$ cat config.mk
export PLATFORM = sky130hd
export DESIGN_NAME = pcs_tx_framer
export DESIGN_NICKNAME = d
export VERILOG_FILES = /design/src/rtl/pcs_pkg.sv /design/src/rtl/pcs_tx_framer.sv
export SDC_FILE = /design/constraint.sdc
export NUM_CORES = 1
export LEC_CHECK = 0
export ABC_AREA = 1
export CORE_UTILIZATION = 47
export CTS_BUF_LIST = sky130_fd_sc_hd__clkbuf_16
export CTS_CLUSTER_DIAMETER = 80
export DETAILED_ROUTE_END_ITERATION = 8
export HOLD_SLACK_MARGIN = 0.1
export PLACE_DENSITY = 0.76
export SLEW_MARGIN = 20
export SYNTH_ARGS = -nofsm -noshare
export SYNTH_HDL_FRONTEND = slang
export SYNTH_SLANG_ARGS = --single-unit
$ cat constraint.sdc
create_clock -name clk -period 1.35 [get_ports clk]
set_input_delay 0.2025 -clock clk [delete_from_list [all_inputs] [get_ports clk]]
set_output_delay 0.2025 -clock clk [all_outputs]
set_load 0.1 [all_outputs]
$ cat src/rtl/pcs_pkg.sv
`default_nettype none
//==============================================================================
// Module : pcs_pkg
// Desc   : PCS control characters and framer state encoding shared by TX/RX.
// Rev    : 1.0  initial release
//==============================================================================
package pcs_pkg;

  localparam logic [7:0] K_IDLE = 8'hBC;  // K28.5, also used as alignment comma
  localparam logic [7:0] K_SOF  = 8'h3C;  // K28.1
  localparam logic [7:0] K_EOF  = 8'hDC;  // K28.6

  typedef enum logic [2:0] {
    ST_IDLE = 3'd0,
    ST_SOF  = 3'd1,
    ST_DATA = 3'd2,
    ST_EOF  = 3'd3,
    ST_GAP  = 3'd4
  } framer_state_e;

endpackage
`default_nettype wire

$ cat src/rtl/pcs_tx_framer.sv
`default_nettype none
//==============================================================================
// Module : pcs_tx_framer
// Desc   : Frames a valid/ready byte stream into SOF/data/EOF symbols for the
//          8b/10b encoder, with K28.5 idle fill, alignment and inter-frame gap.
// Rev    : 1.0  initial release
//==============================================================================
module pcs_tx_framer
  import pcs_pkg::*;
#(
  parameter int unsigned IDLE_GAP       = 2,
  parameter int unsigned ALIGN_INTERVAL = 64,
  parameter int unsigned CNT_W          = 16
) (
  input  logic             clk,
  input  logic             rst_n,
  input  logic             link_en,
  input  logic             s_valid,
  input  logic [7:0]       s_data,
  input  logic             s_last,
  output logic             s_ready,
  output logic             enc_en,
  output logic [7:0]       enc_data,
  output logic             enc_k,
  output logic             busy,
  output logic [CNT_W-1:0] frame_cnt,
  output logic [CNT_W-1:0] underrun_cnt
);

  localparam logic [7:0] c_align_max = 8'(ALIGN_INTERVAL);
  localparam logic [3:0] c_gap_last  = 4'(IDLE_GAP - 1);

  framer_state_e r_state;
  framer_state_e w_state_nxt;
  logic [7:0]    r_run_cnt;
  logic [7:0]    w_run_nxt;
  logic [3:0]    r_gap_cnt;
  logic [3:0]    w_gap_nxt;
  logic [7:0]    w_sym_data;
  logic          w_sym_k;
  logic          w_frame_inc;
  logic          w_underrun_inc;

  // Ready depends only on state so upstream sees it before presenting data.
  assign s_ready = (r_state == ST_DATA) && (r_run_cnt != c_align_max);
  assign busy    = (r_state != ST_IDLE);

  always_comb begin
    w_state_nxt    = r_state;
    w_run_nxt      = r_run_cnt;
    w_gap_nxt      = r_gap_cnt;
    w_sym_data     = K_IDLE;
    w_sym_k        = 1'b1;
    w_frame_inc    = 1'b0;
    w_underrun_inc = 1'b0;
    case (r_state)
      ST_IDLE: begin
        if (link_en && s_valid) begin
          w_state_nxt = ST_SOF;
        end
      end
      ST_SOF: begin
        w_sym_data  = K_SOF;
        w_run_nxt   = 8'd0;
        w_state_nxt = ST_DATA;
      end
      ST_DATA: begin
        if (r_run_cnt == c_align_max) begin
          w_run_nxt = 8'd0;
        end else if (s_valid) begin
          w_sym_data = s_data;
          w_sym_k    = 1'b0;
          if (s_last) begin
            w_state_nxt = ST_EOF;
          end else begin
            w_run_nxt = r_run_cnt + 8'd1;
          end
        end else begin
          // Upstream starved mid-frame: pad with a comma and restart the run.
          w_run_nxt      = 8'd0;
          w_underrun_inc = 1'b1;
        end
      end
      ST_EOF: begin
        w_sym_data  = K_EOF;
        w_frame_inc = 1'b1;
        w_gap_nxt   = 4'd0;
        w_state_nxt = ST_GAP;
      end
      ST_GAP: begin
        w_gap_nxt = r_gap_cnt + 4'd1;
        if (r_gap_cnt == c_gap_last) begin
          w_state_nxt = ST_IDLE;
        end
      end
      default: begin
        w_state_nxt = ST_IDLE;
      end
    endcase
  end

  always_ff @(posedge clk or negedge rst_n) begin
    if (!rst_n) begin
      r_state      <= ST_IDLE;
      r_run_cnt    <= 8'd0;
      r_gap_cnt    <= 4'd0;
      enc_en       <= 1'b0;
      enc_data     <= K_IDLE;
      enc_k        <= 1'b1;
      frame_cnt    <= '0;
      underrun_cnt <= '0;
    end else begin
      r_state   <= w_state_nxt;
      r_run_cnt <= w_run_nxt;
      r_gap_cnt <= w_gap_nxt;
      enc_en    <= 1'b1;
      enc_data  <= w_sym_data;
      enc_k     <= w_sym_k;
      if (w_frame_inc) begin
        frame_cnt <= frame_cnt + 1'b1;
      end
      if (w_underrun_inc) begin
        underrun_cnt <= underrun_cnt + 1'b1;
      end
    end
  end

endmodule
`default_nettype wire

Word level (Yosys, flattened, before mapping)

Cells that the tools add are included.
Widths: inputs -> output; s select.

Eq/ne operators: 13
$lt $le $gt $ge: 0
Shift-type cells: 0
Bitwise gates (word level): 0
Add/subtract/negate cells: 4
Div/mod/pow operators: 0
Mux-type cells: 20
Multiply operators: 0
Reduce and logical (&&, ||, !) cells: 8

Operators by type and width:

| kind                  | count |
|---|---|
| $mux 8                | 5 |
| $add 16x1->16 const B | 2 |
| $pmux 8 s3            | 1 |
| $pmux 8 s2            | 1 |
| $mux 3                | 5 |
| $pmux 3 s5            | 1 |
| $ne 2x2->1 const B    | 5 |
| $add 8x1->8 const B   | 1 |
| $eq 8x7->1 const B    | 1 |
| $ne 8x7->1 const B    | 1 |
| $pmux 4 s2            | 1 |
| $eq 3x2->1 const B    | 2 |
| $mux 1                | 6 |
| $reduce_and 5->1      | 1 |
| $add 4x1->4 const B   | 1 |
| $eq 4x1->1 const B    | 1 |
| $ne 4x3->1 const B    | 1 |
| $reduce_bool 2->1     | 2 |
| $eq 3x1->1 const B    | 1 |
| $eq 3x3->1 const B    | 1 |
| $logic_not 3->1       | 1 |
| $reduce_bool 3->1     | 1 |
| $logic_and 1x1->1     | 2 |
| $reduce_and 2->1      | 1 |

Bits in latches: 0
Memories kept: 0
Memory bits (writable): 0
Input port bits: 13
Flip-flop bits (word level): 57
Logic and storage cells: 53
Output and inout bits: 44
Memory bits (read-only): 0

Depth between registers and ports, before layout

Depth in word-level cells: 5
Mapped depth: 10
Gate-level depth less buffers: 10

Least setup slack after synthesis

OpenSTA, ideal clock, no wires.

Path kind: register to output
Start point: reg r_run_cnt[0]
End point: out s_ready
Path slack: -0.965 ns
Stages on the path, launching flop included: 8
Arrival: 2.112 ns
Path through: dfrtp_1 inv_1 ha_1 inv_1 nor2_1 nand2_2 inv_1 nor2_1

Word-level cells in the longest chain between the ends: 2

Ends and longest elaborated chain:

| element                | line                 | RTL |
|---|---|---|
| from (decl)            | pcs_tx_framer.sv:35  | `logic [7:0] r_run_cnt;` |
| from (signal assigned) | pcs_tx_framer.sv:114 | `r_run_cnt <= w_run_nxt;` |
| $ne 8x7->1             | pcs_tx_framer.sv:45  | `assign s_ready = (r_state == ST_DATA) && (r_run_cnt != c_align_max);` |
| $logic_and 1x1->1      | pcs_tx_framer.sv:45  |  |
| to (decl)              | pcs_tx_framer.sv:21  | `output logic s_ready,` |

Every way passes these cells.

Final worst setup path

Start point: reg r_state[0]
End point: reg frame_cnt[15]

Word-level cells in the longest chain between the ends: 2

Ends and longest elaborated chain:

| element                | line                 | RTL |
|---|---|---|
| from (decl)            | pcs_tx_framer.sv:33  | `framer_state_e r_state;` |
| from (signal assigned) | pcs_tx_framer.sv:113 | `r_state <= w_state_nxt;` |
| $eq 3x2->1             | pcs_tx_framer.sv:56  | `case (r_state)` |
| $mux 1                 | pcs_tx_framer.sv:56  |  |
| to (signal assigned)   | pcs_tx_framer.sv:120 | `frame_cnt <= frame_cnt + 1'b1;` |
| to (decl)              | pcs_tx_framer.sv:26  | `output logic [CNT_W-1:0] frame_cnt,` |

Every way passes these cells.
A chain may end at the register's enable or synchronous reset.

==> metrics.csv <==
metric,value,unit
outcome,"finished, violations left",
failing checks,negative setup slack,
drt initial violations,334,
layout cells sized above 1,0.435,
Worst Skew,0.00660,ns
DR WL/cell,20.0,um
worst min path class,in -> async,
IO buf count,56,
P&R area growth vs syn,76.1,%
Chip Width,82,um
Synth Cell Area,3010,um2
placed cell areas,4490,um2
worst-path maximum fanout,5,
#FFs+latches synth,57,
initial antenna violation count,0,
Final Max Slew Viols,0,
RSZ-0062 raised after global routing,true,
routed vias/inst,5.66,
Mean Syn Cell Area,7.73,um2
largest net degree at the start of global routing,28,
Crit-path slowest cell,dfrtp_1,
Peak VDD IR,0.00213,V
Initial Util,0.496,
DRT antenna net count,0,
Worst setup EP type,flop,
"Data required, critical path",1.57,ns
via count,3329,
Root Buffer,clkbuf_16,
overall die area,6720,um2
"Hold Vio Cnt, Final",0,
CP Cell Sequence,buf_6 > buf_6 > nand2_4 > nor2_4 > nand3b_4 > nor2_4 > nand3_2 > nand2_1 > nand2_1,
Yosys warning total,0,
Post-layout nets,527,
max frequency,0.588,GHz
LEAKAGE,2.43,nW
Setup TNS,-11.12,ns
Final setup viols,57,
Setup crit start kind,flop,
Multi-input gate area,1670,um2
clk buf depth,2,
first-pass GRT wire length,15300,um
Seq. cell area,1520,um2
Die H,82,um
kind of critical path,reg -> reg,
pre-CTS setup slack,-0.169,ns
DR pass1 iterations,5,
Syn Nets,408,
PwrDens,2190,nW/um2
Yosys cell types,31,
total track usage,0.315,
cts bufs inserted,9,
clock slew at reported path FFs,0.05,ns
CTS sink cnt,57,
vias in the first global route,3167,
# DRC,0,
Clock Latency Late Sink,0.34,ns
GRT overflow,0,
hpwl dp,5780,um
RePlAce Congestion,0.842,
cell count after synthesis,389,
final worst slack,-0.351,ns
FILL cells,253,
# IOs,57,
Final Cycle Share,1.26,
max incr delay on CP,0.42,ns
max-cap violation count,0,
FP Rows,28,
final instance area,5300,um2
Routed WL,11800,um
ant diodes,0,
H-tree Lvls,3,
register area share after synthesis,0.477,
Hold Worst Slack,0.335,ns
worst endpoint data arrival time,1.92,ns
total power after layout,11.6,mW
core area,6060,um2
fin crit period,1.70,ns
CTS tree,done,
-- area by class of cell --
type                            instances  share of cell area
Timing Repair inverter                  2             0.00236
Clock inverter                          7             0.00567
Sequential cell                        57               0.287
Multi-Input combinational cell        280               0.316
Tap cell                               75              0.0177
Timing Repair Buffer                  110               0.291
Clock buffer                            9              0.0425
Inverter                               48              0.0383
-- what timing repair did --
action / in CTS / in global routing
gates resized for setup: 39 / 55
setup buffers: 11 / 14
hold buffers: 1 / 0
setup endpoints to repair: 39 / 58
pin swaps: 9 / 18
endpoints found under the hold margin: 13 / 0
gates cloned: 3 / 0
-- state kept, by name, indices dropped and copies added, names as in the netlist --
signal / count
frame_cnt: 16
underrun_cnt: 16
enc_data: 8
r_run_cnt: 8
r_gap_cnt: 4
r_state: 3
enc_en: 1
enc_k: 1
-- worst max-delay path, delay by kind of cell, from the launching register on --
family	cells	cell delay, ns
buf+inv	2	0.24
flops	1	0.42
simple gates	7	0.93
-- cell usage after synthesis, drive strengths merged --
cell,instances,area [um2]
a21oi,2,10.0
a31oi,1,6.26
buf,3,21.3
clkbuf,1,3.75
conb,1,3.75
dfrtp,51,1280
dfstp,6,158
ha,6,75.1
inv,48,183
nand2,143,547
nand3,24,125
nand3b,4,33.8
nand4,11,68.8
nor2,45,194
nor3,2,10.0
nor3b,1,12.5
o21ai,15,75.1
o21bai,1,7.51
o22ai,2,12.5
or2,3,18.8
xnor2,12,105
xor2,7,61.3
-- layout by cell type, fill, tap and decap left out, types with 2 or more instances in the layout --
| master | instances |
|---|---|
| nand2_4 | 7 |
| ha_4 | 3 |
| o21ai_0 | 4 |
| inv_1 | 38 |
| dfstp_2 | 6 |
| o22ai_1 | 2 |
| nor2_2 | 9 |
| ha_1 | 2 |
| nand2_1 | 122 |
| clkinv_1 | 3 |
| clkinv_2 | 3 |
| nand2_2 | 13 |
| inv_6 | 2 |
| o21ai_1 | 11 |
| buf_12 | 47 |
| buf_4 | 24 |
| nand4_1 | 11 |
| inv_2 | 6 |
| nand3_2 | 6 |
| nor3_1 | 2 |
| or2_2 | 3 |
| dfrtp_2 | 13 |
| xnor2_1 | 8 |
| buf_6 | 26 |
| inv_4 | 4 |
| dfrtp_1 | 19 |
| xor2_1 | 6 |
| nand3b_1 | 3 |
| xnor2_2 | 4 |
| clkdlybuf4s50_1 | 11 |
| clkbuf_16 | 9 |
| nor2_1 | 27 |
| nand3_1 | 17 |
| nor2_4 | 9 |
| dfrtp_4 | 19 |
-- worst paths after layout --
kind	startpoint	slack (ns)	cells after the start	end
setup / recovery	r_state[0]$_DFFE_PN0P_	-0.35	9	frame_cnt[15]$_DFFE_PN0P_
hold / removal	rst_n	0.33	2	frame_cnt[14]$_DFFE_PN0P_
setup reg to reg	r_state[0]$_DFFE_PN0P_	-0.35	9	frame_cnt[15]$_DFFE_PN0P_
hold reg to reg	r_gap_cnt[3]$_DFFE_PN0P_	0.50	1	r_gap_cnt[3]$_DFFE_PN0P_
max in group asynchronous	rst_n	0.45	3	enc_data[5]$_DFF_PN1_
min in group clk	s_data[0]	0.43	3	enc_data[0]$_DFF_PN0_
-- routing by layer --
metal	track usage	part of all wire
met1	0.352	0.35
met2	0.559	0.50
met3	0.0856	0.073
met5	0	0
met4	0.133	0.070
-- power by group --
part,leakage (nW),switching (mW),internal (mW)
registers,0.700,0.575,2.20
logic,1.60,4.12,2.70
clock network,0.133,0.808,1.20
-- metrics by stage --
stage               utilization  std cells
floorplan                     -        389
global placement          0.740        546
detailed placement        0.740        546
CTS                       0.825        576
global route              0.874        588
finish                    0.874        588
-- kinds of logic (layout without fill, tap and decap cells) --
group	count (synthesis)	count (layout)	share of synthesized area
compound gates	21	21	0.0370
buf+inv	52	176	0.0691
simple gates	233	233	0.336
xor+xnor	19	19	0.0553
other cells	1	1	0.00125
flops	57	57	0.477
fa+ha+maj	6	6	0.0250
(Power assumes the default switching activity.)
